--- config.mk ---
export PLATFORM = sky130hd
export DESIGN_NAME = pc_fetch_sequencer
export DESIGN_NICKNAME = d
export VERILOG_FILES = /design/src/rtl/pc_fetch_sequencer.sv
export SDC_FILE = /design/constraint.sdc
export NUM_CORES = 1
export LEC_CHECK = 0
export CAP_MARGIN = 20
export CELL_PAD_IN_SITES_DETAIL_PLACEMENT = 1
export CELL_PAD_IN_SITES_GLOBAL_PLACEMENT = 1
export CORE_ASPECT_RATIO = 1.5
export CORE_MARGIN = 2
export CORE_UTILIZATION = 30
export CTS_BUF_LIST = sky130_fd_sc_hd__clkbuf_16
export DETAILED_ROUTE_END_ITERATION = 7
export HOLD_SLACK_MARGIN = 0.08
export PLACE_DENSITY = 0.94
export SYNTH_ARGS = -nofsm -noshare
export SYNTH_HDL_FRONTEND = slang
export SYNTH_SLANG_ARGS = --single-unit
--- constraint.sdc ---
create_clock -name Clk -period 4.7 [get_ports Clk]
set_clock_uncertainty 0.2 [all_clocks]
set_input_delay 1.175 -clock Clk [delete_from_list [all_inputs] [get_ports Clk]]
set_output_delay 1.175 -clock Clk [all_outputs]
set_load 0.005 [all_outputs]
--- src/rtl/pc_fetch_sequencer.sv ---
// pc_fetch_sequencer: PC/nPC load sequencing, delayed branches, stalls, exception redirect and imem fetch handshake
module pc_fetch_sequencer #(
  parameter logic [31:0] EXC_VECTOR = 32'h0000_0080,
  parameter int          MAX_WAIT   = 16
) (
  input  logic        Clk,
  input  logic        Reset,
  input  logic [31:0] pc_q,
  input  logic [31:0] npc_q,
  input  logic        hazard_stall,
  input  logic        branch_taken,
  input  logic [31:0] branch_target,
  input  logic        exc_req,
  output logic        imem_req,
  output logic [31:0] imem_addr,
  input  logic        imem_ack,
  output logic        pc_load,
  output logic        npc_load,
  output logic [31:0] pc_d,
  output logic [31:0] npc_d,
  output logic        ifid_valid,
  output logic        fetch_timeout
);
  typedef enum logic [1:0] {BOOT, REQ, HOLD, DRAIN} state_t;
  state_t      state, state_nx;
  logic        pend_v;
  logic [31:0] pend_t;
  logic [7:0]  wait_cnt;
  logic        timeout_q;
  logic        in_req, in_hold, in_drain, exc, advance, waiting, hit_max;
  // Classify this cycle: exception redirect beats advance; the async-reset state register forces BOOT, so everything idles during Reset
  always_comb begin
    in_req   = state == REQ;
    in_hold  = state == HOLD;
    in_drain = state == DRAIN;
    exc      = exc_req && (in_req || in_hold || in_drain);
    advance  = !exc && !hazard_stall && ((in_req && imem_ack) || in_hold);
    waiting  = !exc && !imem_ack && (in_req || in_drain);
    hit_max  = ({1'b0, wait_cnt} + 9'd1) >= 9'(MAX_WAIT);
    state_nx = state == BOOT ? REQ :
               exc ? (((in_req || in_drain) && !imem_ack) ? DRAIN : REQ) :
               in_req ? ((imem_ack && hazard_stall) ? HOLD : REQ) :
               in_hold ? (hazard_stall ? HOLD : REQ) :
               (imem_ack ? REQ : DRAIN);
  end
  // Load enables, next PC/nPC values and the fetch request; a fresh branch outranks a pending one
  always_comb begin
    pc_load       = advance || exc;
    npc_load      = advance || exc;
    ifid_valid    = advance;
    pc_d          = exc ? EXC_VECTOR : advance ? npc_q : '0;
    npc_d         = exc ? EXC_VECTOR + 32'd4 :
                    advance ? (branch_taken ? branch_target : pend_v ? pend_t : npc_q + 32'd4) : '0;
    imem_req      = in_req;
    imem_addr     = in_req ? pc_q : '0;
    fetch_timeout = timeout_q;
  end
  // State, pending branch, saturating wait counter and sticky timeout flag
  always_ff @(posedge Clk or posedge Reset) begin
    if (Reset) begin
      state     <= BOOT;
      pend_v    <= 1'b0;
      pend_t    <= '0;
      wait_cnt  <= '0;
      timeout_q <= 1'b0;
    end else begin
      state     <= state_nx;
      pend_v    <= (exc || advance) ? 1'b0 : branch_taken ? 1'b1 : pend_v;
      pend_t    <= (!exc && !advance && branch_taken) ? branch_target : pend_t;
      wait_cnt  <= waiting ? (hit_max ? 8'(MAX_WAIT) : wait_cnt + 8'd1) : '0;
      timeout_q <= timeout_q || (waiting && hit_max);
    end
  end
endmodule

==> metrics, run 1 <==
status finished clean; Crit path required time 3320 ps; Clock Sinks 44; Pins Over Slew Limit 0; placed cell areas 0.00607 sq mm; Mean Syn Cell Area 8.56 sq um; Vert. Die Dim between 100 and 150 um; Avg Vias per Cell 5.17; power consumption 1.37 mW; nets between 700 and 800; share of layout cells above drive strength 1 22.5%; post-synthesis async set-or-reset flop share 100%; Mapped Cells 423; routed wire length 16.6 mm; critical-path cell list clkdlybuf4s50_1 > inv_1 > or4_4 > buf_4 > nor2_2 > xnor2_1 > o22ai_2 > dlygate4sd2_1; DRT Pass-1 Iters 4; CTS root buffer clkbuf_16; PortBufs 202; Setup crit start kind primary input; Data arrival, critical path 3230 ps; CP peak stage delay 590 ps; fin crit period 4610 ps; Clk pin slew, worst setup/hold paths roughly 60 ps; TritonCTS Buffers 5; CORE AREA 0.0119 sq mm; Clock Tree Buf Depth 2; # IOs 203; ys flop type dfrtp_1; post-route clock period utilization between 90% and 100%; Power Dens Cells between 200 and 250 mW/mm^2; global route overflow 0; Hold Vio Cnt, Final 0; Crit-path slowest cell or4_4; Initial Util 30.5%; Clk Latency, worst-skew pair 290 ps; Post-synth EDFFs 0; vias in the first global route 4689; Cell variety after synth 54; post-route cell area roughly 0.0064 sq mm; initial antenna violation count 1; Seq/Total Area, Yosys 30.4%; via count roughly 4200; max-cap violation count 0; # setup viols final 0; #FFs+latches synth 44; RSZ-0062 raised after global routing false; antenna viol nets, final 0; first-pass GRT wire length 25.3 mm; Least-Margin Pin Slew approximately 760 ps; synth warn 0; Crit Path Max Fanout 5; full die area around 0.013 sq mm; Post-route DRC 0; max_slew headroom 49.2%; fin util 53.8%; Max VDD drop around 0.14 mV; WL/cell 20.3 um; die span in x 93.7 um; htree depth 2; Leak Pwr between 2 and 3 nW; routability cong. between 0.9 and 1; area delta synth->final 76.6%; Layout fillers 1406; Hold WC Path Type register to register; dpl hpwl 12.9 mm; netlist area before placement 0.00362 sq mm; std cell rows 49; Global Route Usage Sum between 20% and 30%; CTS tree done; maximum clock frequency 217 MHz; hold buffer count at cts 0; Worst Setup Path Type primary input to output port; largest net degree at the start of global routing 45; Worst Setup End Kind output port; Initial DRC Count ~170
[placed cells by master (no fill, tap or decap), types with 4 or more instances in the layout]
master	n
clkdlybuf4s50_1	168
and2_1	61
buf_4	57
dfrtp_1	44
a21oi_1	40
mux2_2	33
nor2_1	26
nand2_1	22
xnor2_1	22
inv_1	21
dlygate4sd2_1	20
and3_1	10
a211oi_2	10
nand3_1	9
nand4_1	7
xor2_1	7
mux2i_1	7
dlymetal6s2s_1	7
nor3_2	6
o21ai_0	6
o22ai_1	5
clkbuf_16	5
nor2b_1	4
or4_4	4
clkbuf_2	4
[cells in the mapped netlist, types with 2 or more instances]
cell type,n,share of area (%)
inv_1,21,2.2
nor2_1,29,3.0
nand4_1,7,1.2
and3_1,10,1.7
a211oi_2,7,2.4
a211oi_1,5,1.0
xor2_1,7,1.7
clkbuf_8,3,1.1
dfrtp_1,44,30
and4_1,3,0.73
a21oi_1,43,5.9
clkbuf_1,15,1.6
nor4_1,2,0.35
mux2i_1,7,1.9
buf_1,5,0.52
o21ai_0,8,1.1
ha_1,3,1.0
or4_4,2,0.62
xnor2_1,22,5.3
and2_1,61,11
nor3_2,7,1.9
o22ai_1,6,1.0
buf_4,2,0.41
a222oi_1,2,0.55
nand2_1,23,2.4
mux2_2,33,10
nor3_1,5,0.69
nor2b_1,4,0.69
nand4_2,2,0.69
a22oi_1,3,0.62
nand3_1,9,1.2
[worst max-delay path: cells and delay by family]
| family | cells | cell delay, ps |
|---|---|---|
| buf+inv | 4 | 1020 |
| compound gates | 1 | 160 |
| simple gates | 2 | 680 |
| xor+xnor | 1 | 190 |
[report_power, final]
part / internal, mW / switching [mW]
registers: 0.447 / 0.0466
logic: 0.301 / 0.224
clock network: 0.194 / 0.156
[state kept, by name (all words and copies together) (netlist names)]
register / flops
fetch_timeout: 1
pend_t: 32
pend_v: 1
state: 2
wait_cnt: 8
[through the flow]
step	setup TNS [ps]	std cells	setup WS [ps]	hold WS, ps
after floorplan	0	425	764	250
after global placement	-4230	803	-312	264
after detailed placement	-5290	803	-364	270
after CTS	-623	817	-198	284
after global routing	0	821	30.4	299
final	0	821	94.0	274
[path summary, 6_finish.rpt]
path | cells after the start | from | slack (ps) | end
worst max-delay path | 8 | npc_q[14] | 90 | npc_d[17]
worst min-delay path | 1 | fetch_timeout | 270 | fetch_timeout
worst max register to register | 5 | state[0] | 2680 | pend_t[9]
worst min register to register | 1 | fetch_timeout | 270 | fetch_timeout
max in group asynchronous | 3 | Reset | 2950 | pend_t[10]
min in group asynchronous | 2 | Reset | 890 | pend_t[23]
[cell type report]
class / count / area (sq um) / share of cell area [%]
repair buffers: 262 / 2450 / 38.3
clock inverters: 3 / 15.0 / 0.235
flip-flops and latches: 44 / 1100 / 17.2
multi-input cells: 331 / 2430 / 38.0
well taps: 153 / 191 / 2.99
diodes: 1 / 2.50 / 0.0391
clock buffers: 5 / 125 / 1.96
inverters: 22 / 85.1 / 1.33
[routing by layer]
layer | wire length, um | global-route usage, % | share of wire, %
met1 | 5870 | 26.5 | 35
met2 | 9380 | 47.0 | 56
met3 | 652 | 4.18 | 3.9
met4 | 721 | 10.2 | 4.3
met5 | 0 | 0 | 0
[cells by family (layout without fill, tap and decap cells)]
family,Yosys count,in the layout,synth area share [%]
AO/OA/AOI/OAI,84,84,15.0
XOR/XNOR,29,29,7.01
adder cells (fa/ha/maj),3,3,1.04
buffers and inverters,51,292,6.74
flip-flops,44,44,30.4
multiplexers,40,40,12.2
other,1,4,0.104
AND/OR/NAND/NOR,171,172,27.5
[timing repair]
action,CTS,global route
setup buffers,6,2
cloned,1,0
pin swaps,8,7
resized for setup,52,27
setup endpoints to repair,22,35
No activity file was read; power rests on OpenSTA's default activity.
==> inputs of run 2 (changes only) <==
--- a/config.mk
+++ b/config.mk
@@ -8,7 +8,7 @@
 export CAP_MARGIN = 20
 export CELL_PAD_IN_SITES_DETAIL_PLACEMENT = 1
 export CELL_PAD_IN_SITES_GLOBAL_PLACEMENT = 1
-export CORE_ASPECT_RATIO = 1.5
+export CORE_ASPECT_RATIO = 0.7
 export CORE_MARGIN = 2
 export CORE_UTILIZATION = 30
 export CTS_BUF_LIST = sky130_fd_sc_hd__clkbuf_16
==> run 2 against run 1 <==
Compared with the run above: power up 4.3%; count of clock-buffer cells in the layout stayed put; utilization grew 1.0 points; global-route usage grew 0.47 points; highest routed layer unchanged; largest power group unchanged; largest cell class unchanged; critical path type unchanged; sequential share of layout area decreased by 0.077 points.
==> metrics, run 2 (synthesis gave the netlist of run 1 again) <==
status finished clean; TritonCTS Buffers 5 (unchanged); Hold WC Path Type register to register; max_slew headroom 41.7% (-7.5 points); CORE AREA 0.0117 sq mm (-1.4%); vias in the first global route 4587 (-2.2%); Clock Sinks 44 (unchanged); Final Worst Setup Slack 56.8 ps (-37.1 ps); Setup crit start kind primary input; share of layout cells above drive strength 1 22.7% (+0.16 points); Post-route DRC 0 (unchanged); htree depth 2 (unchanged); Initial DRC Count 213 (+29%); hold-critical path endpoint fetch_timeout; hold buffer count at cts 0 (unchanged); biggest regs pend_t x32, wait_cnt x8, state x2; placed insts 806 (+0.37%); Avg Vias per Cell 5.06 (-2.2%); # IOs 203 (unchanged); std cell rows 33 (-33%); Crit Path Max Fanout 4 (-1); DRT Pass-1 Iters 4 (unchanged); Worst Setup Path Type primary input to output port; fin cells 828 (+0.85%); Leak Pwr 2.71 nW (-1.7%); CP peak stage delay 550 ps (-40 ps); Hold Vio Cnt, Final 0 (unchanged); Pins Over Slew Limit 0 (unchanged); Clk pin slew, worst setup/hold paths 60 ps (about the same); Clock Tree Buf Depth 2 (unchanged); PortBufs 202 (unchanged); via count 4187 (-1.3%); dpl hpwl 12.5 mm (-3.0%); Buffers & Inverters on Critical Path 5 (+1); NetSw 0.428 mW (+0.53%); Max VDD drop 0.136 mV (-4.3%); Vert. Die Dim 95.9 um (-31%); largest net degree at the start of global routing 45 (unchanged); post-route clock period utilization 98.8% (+0.79 points); full die area 0.0130 sq mm (about the same); # diodes 0 (-1); dpl ws -455 ps (-91.6 ps); first-pass GRT wire length 25.2 mm (-0.30%); critical path's most frequent cell buf_4; routed wire length 16.4 mm (-1.3%); area delta synth->final 77.4%; RSZ-0062 raised after global routing false; post-route cell area 0.00643 sq mm (+0.45%); maximum clock frequency 215 MHz (-0.80%); # setup viols final 0 (unchanged); reg-to-reg setup timing slack 2450 ps (-230 ps); max-cap violation count 0 (unchanged); Comb power frac 36.7% (-1.7 points); Data arrival, critical path 3270 ps (+40 ps); placed cell areas 0.00609 sq mm (+0.37%); Hold Path Cell Cnt 1 (unchanged); Power Dens Cells 222 mW/mm^2 (+3.8%); most common cell after layout, fill and taps aside clkdlybuf4s50_1; worst reg2reg path depth 5 (unchanged); die span in x 135 um (+44%); WL/cell 19.8 um (-2.1%); max reg flops 32 (unchanged); Sw Ratio 30.0% (-1.1 points); Seq pwr share 34.8% (-1.3 points); total stage count of the critical path 9 (+1); antenna viol nets, final 0 (unchanged); CTS tree done; worst r2r src state[0]; Initial Util 30.9% (+0.44 points); Internal 0.998 mW (+6.0%); nets 775 (+0.52%); Least-Margin Pin Slew 875 ps (+112 ps); clock share of power 28.5% (+3.0 points); most frequent cells in the layout clkdlybuf4s50_1, and2_1, buf_4; routability cong. 0.868 (-10%); Clk Latency, worst-skew pair 290 ps (about the same); hold path startpoint fetch_timeout; end of the worst register-to-register path pend_t[15]; cell class contributing the biggest share of worst-path delay buffers and inverters; initial antenna violation count 0 (-1); Crit-path slowest cell or4_4; most flop-heavy register pend_t; CTS root buffer clkbuf_16; Global Route Usage Sum 25.4% (+0.47 points); critical-path cell list clkdlybuf4s50_1 > inv_2 > or4_4 > buf_4 > buf_4 > nor4_4 > xnor2_1 > a211oi_2 > clkbuf_2; Crit path required time 3320 ps (about the same); global route overflow 0 (unchanged); fin crit period 4640 ps (+37.1 ps); Worst Setup End Kind output port
[run 2: cell count changes in the layout (fill, tap and decap cells not counted), moves of 3 or more]
| cell | before | now |
|---|---|---|
| dlygate4sd2_1 | 20 | 15 |
| clkdlybuf4s50_1 | 168 | 171 |
| dlymetal6s2s_1 | 7 | 3 |
| clkdlybuf4s15_2 | 0 | 3 |
| a21oi_2 | 3 | 0 |
| a21oi_1 | 40 | 43 |
[run 2: per-stage QoR]
stage | setup TNS (ps) | utilization (%) | hold WS, ps | power (mW)
2_1_floorplan | 0 | - | 250 | 0.717
3_3_place_gp | -4440 | 52.0 | 267 | 0.983
3_5_place_dp | -5740 | 52.0 | 265 | 1.02
4_1_cts | 0 | 54.5 | 283 | 1.43
5_1_grt | 0 | 54.8 | 313 | 1.50
6_report | 0 | 54.8 | 282 | 1.43
[run 2: area by class of cell]
cell class                 instances  area (sq um)
inverter                          22          85.1
multi-input combinational        331          2380
fill                            1380          5300
sequential                        44          1100
clock buffer                       5           125
timing repair buffer             266          2500
clock inverter                     3          37.5
tap                              157           196
[run 2: how the worst max path moves through the flow]
stage | from | endpoint | slack (ps)
floorplan | npc_q[2] | npc_d[26] | 760
global placement | npc_q[2] | npc_d[24] | -350
detailed placement | npc_q[2] | npc_d[24] | -460
CTS | npc_q[23] | npc_d[30] | 0.08
global route | npc_q[24] | npc_d[29] | 3
finish | npc_q[14] | npc_d[27] | 60
[run 2: per-layer routing]
| layer | wire [um] | up-vias | track usage (%) |
|---|---|---|---|
| met2 | 8200 | 154 | 45.1 |
| met3 | 827 | 25 | 4.79 |
| met5 | 0 | - | 0 |
| li1 | - | 1957 | - |
| met4 | 256 | 0 | 5.82 |
| met1 | 7140 | 2051 | 32.2 |
[run 2: power by group through the flow]
stage          registers [mW]  logic, mW  clock network [mW]
6_report                0.496      0.524               0.406
5_1_grt                 0.505      0.565               0.429
4_1_cts                 0.495      0.524               0.416
3_5_place_dp            0.501      0.519                   0
3_3_place_gp            0.492      0.492                   0
2_1_floorplan           0.478      0.239                   0
[run 2: worst register-to-register path, stage by stage (launching register included)]
cell and delay, ps:
dfrtp_1 480, nor2b_1 190, o22ai_1 120, nand2_1 500
buf_12 270, mux2_2 380
[run 2: what timing repair did]
| item | in CTS | in global routing |
|---|---|---|
| gates cloned | 1 | 0 |
| buffers inserted | 11 | 1 |
| gates resized for setup | 58 | 21 |
| pin swaps | 13 | 10 |
| endpoints found under the setup margin | 21 | 20 |
==> inputs of run 3 (changes only) <==
--- a/config.mk
+++ b/config.mk
@@ -5,7 +5,6 @@
 export SDC_FILE = /design/constraint.sdc
 export NUM_CORES = 1
 export LEC_CHECK = 0
-export CAP_MARGIN = 20
 export CELL_PAD_IN_SITES_DETAIL_PLACEMENT = 1
 export CELL_PAD_IN_SITES_GLOBAL_PLACEMENT = 1
 export CORE_ASPECT_RATIO = 0.7
==> run 3 against run 2 <==
Compared with the run above: count of clock-buffer cells in the layout did not move; non-clock buffer count fell by 1; cell count fell by 0.12%; register-to-register slack barely moved; utilization down 0.17 points; global-route usage is the same; worst hold slack barely moved; largest cell class unchanged; largest power group unchanged.
==> metrics, run 3 (synthesis gave the netlist of run 1 again) <==
CTS tree done; die span in x 135 um (unchanged); fin util 54.6% (-0.17 points); Seq pwr share 34.8% (about the same); Clock Tree Buf Depth 2 (unchanged); # diodes 0 (unchanged); Crit-path slowest cell or4_4; NetSw 0.429 mW (about the same); Crit path required time 3320 ps (about the same); Global Route Usage Sum 25.4% (unchanged); nets 774 (-0.13%); Worst Setup End Kind output port; full die area 0.0130 sq mm (unchanged); Hold WC Path Type register to register; Setup crit start kind primary input; most flop-heavy register pend_t; vias in the first global route 4587 (unchanged); routability cong. 0.868 (unchanged); Initial Util 30.9% (unchanged); via count 4177 (-0.24%); Hold Vio Cnt, Final 0 (unchanged); RSZ-0062 raised after global routing false; critical path's most frequent cell buf_4; placed cell areas 0.00609 sq mm (unchanged); dpl hpwl 12.5 mm (unchanged); post-route cell area 0.00641 sq mm (-0.31%); Leak Pwr 2.70 nW (-0.35%); Vert. Die Dim 95.9 um (unchanged); htree depth 2 (unchanged); maximum clock frequency 216 MHz (+0.22%); Least-Margin Pin Slew 1010 ps (+140 ps); PortBufs 202 (unchanged); status finished clean; Comb power frac 36.6% (about the same); Sw Ratio 30.1% (+0.047 points); CORE AREA 0.0117 sq mm (unchanged); power consumption 1.42 mW (-0.10%); global route overflow 0 (unchanged); Avg Vias per Cell 5.05 (-0.12%); post-route clock period utilization 98.6% (-0.21 points); CP peak stage delay 550 ps (about the same); fin crit period 4630 ps (-10.1 ps); Layout fillers 1381 (+0.072%); Initial DRC Count 221 (+3.8%); TritonCTS Buffers 5 (unchanged); max_slew headroom 32.3% (-9.4 points); largest net degree at the start of global routing 45 (unchanged); antenna viol nets, final 0 (unchanged); most frequent cells in the layout clkdlybuf4s50_1, and2_1, buf_4; Pins Over Slew Limit 0 (unchanged); share of layout cells above drive strength 1 22.5% (-0.12 points); Internal 0.996 mW (-0.17%); initial antenna violation count 0 (unchanged); CTS root buffer clkbuf_16; std cell rows 33 (unchanged); Crit Path Max Fanout 4 (unchanged); biggest regs pend_t x32, wait_cnt x8, state x2; clock share of power 28.6% (about the same); # setup viols final 0 (unchanged); Clock Sinks 44 (unchanged); max reg flops 32 (unchanged); first-pass GRT wire length 25.2 mm (unchanged); Power Dens Cells 222 mW/mm^2 (+0.21%); Clk Latency, worst-skew pair 290 ps (about the same); Max VDD drop 0.137 mV (+0.11%); WL/cell 19.8 um (about the same); most common cell after layout, fill and taps aside clkdlybuf4s50_1; hold buffer count at cts 0 (unchanged); area delta synth->final 76.9%; DRT Pass-1 Iters 4 (unchanged); Worst Setup Path Type primary input to output port; Clk pin slew, worst setup/hold paths 60 ps (about the same); critical-path cell list clkdlybuf4s50_1 > inv_2 > or4_4 > buf_4 > buf_4 > nor4_4 > xnor2_1 > a211oi_2 > clkbuf_2; Data arrival, critical path 3260 ps (about the same); max-cap violation count 0 (unchanged); routed wire length 16.4 mm (about the same); # IOs 203 (unchanged); Post-route DRC 0 (unchanged)
==> run 3: worst paths after layout <==
kind	from	to	slack [ps]	cells after the start
setup / recovery	npc_q[14]	npc_d[27]	70	9
hold / removal	fetch_timeout	fetch_timeout	280	1
setup reg to reg	state[0]	pend_t[15]	2460	5
hold reg to reg	fetch_timeout	fetch_timeout	280	1
max in group asynchronous	Reset	pend_t[9]	2420	2
min in group asynchronous	Reset	pend_t[23]	1260	2
==> run 3: stage by stage <==
step,cells,hold slack (ps),setup WS (ps),setup TNS (ps)
detailed placement,806,265,-455,-5740
CTS,826,283,0.0755,0
global placement,806,267,-354,-4440
floorplan,425,250,764,0
global route,827,313,3.18,0
finish,827,282,66.9,0
==> run 3: timing repair <==
action,in CTS,in global routing
cloned,1,0
endpoints found under the setup margin,21,20
buffers inserted,11,1
gates resized for setup,58,21
pin swaps,13,10
==> run 3: worst max-delay path, delay by kind of cell <==
kind / cells / cell delay (ps)
xor+xnor: 1 / 130
buf+inv: 5 / 1040
simple gates: 2 / 680
compound gates: 1 / 220
==> run 3: power by group through the flow <==
stage	Combinational (mW)	Sequential [mW]	Clock [mW]
after floorplan	0.239	0.478	0
after global placement	0.492	0.492	0
after detailed placement	0.519	0.501	0
after CTS	0.524	0.495	0.416
after global routing	0.563	0.505	0.429
final	0.521	0.496	0.407
==> run 3: layout make-up <==
type	count	area, sq um	share of cell area [%]
timing repair buffer	265	2480	38.7
multi-input combinational	331	2380	37.2
inverter	22	85.1	1.33
sequential	44	1100	17.2
tap	157	196	3.07
clock buffer	5	125	1.95
clock inverter	3	37.5	0.586
==> run 3: metal layers <==
layer,global-route usage [%],vias up,routed length (um)
met5,0,-,0
li1,-,1953,-
met1,32.2,2055,7140
met4,5.82,0,212
met3,4.79,21,878
met2,45.1,148,8170
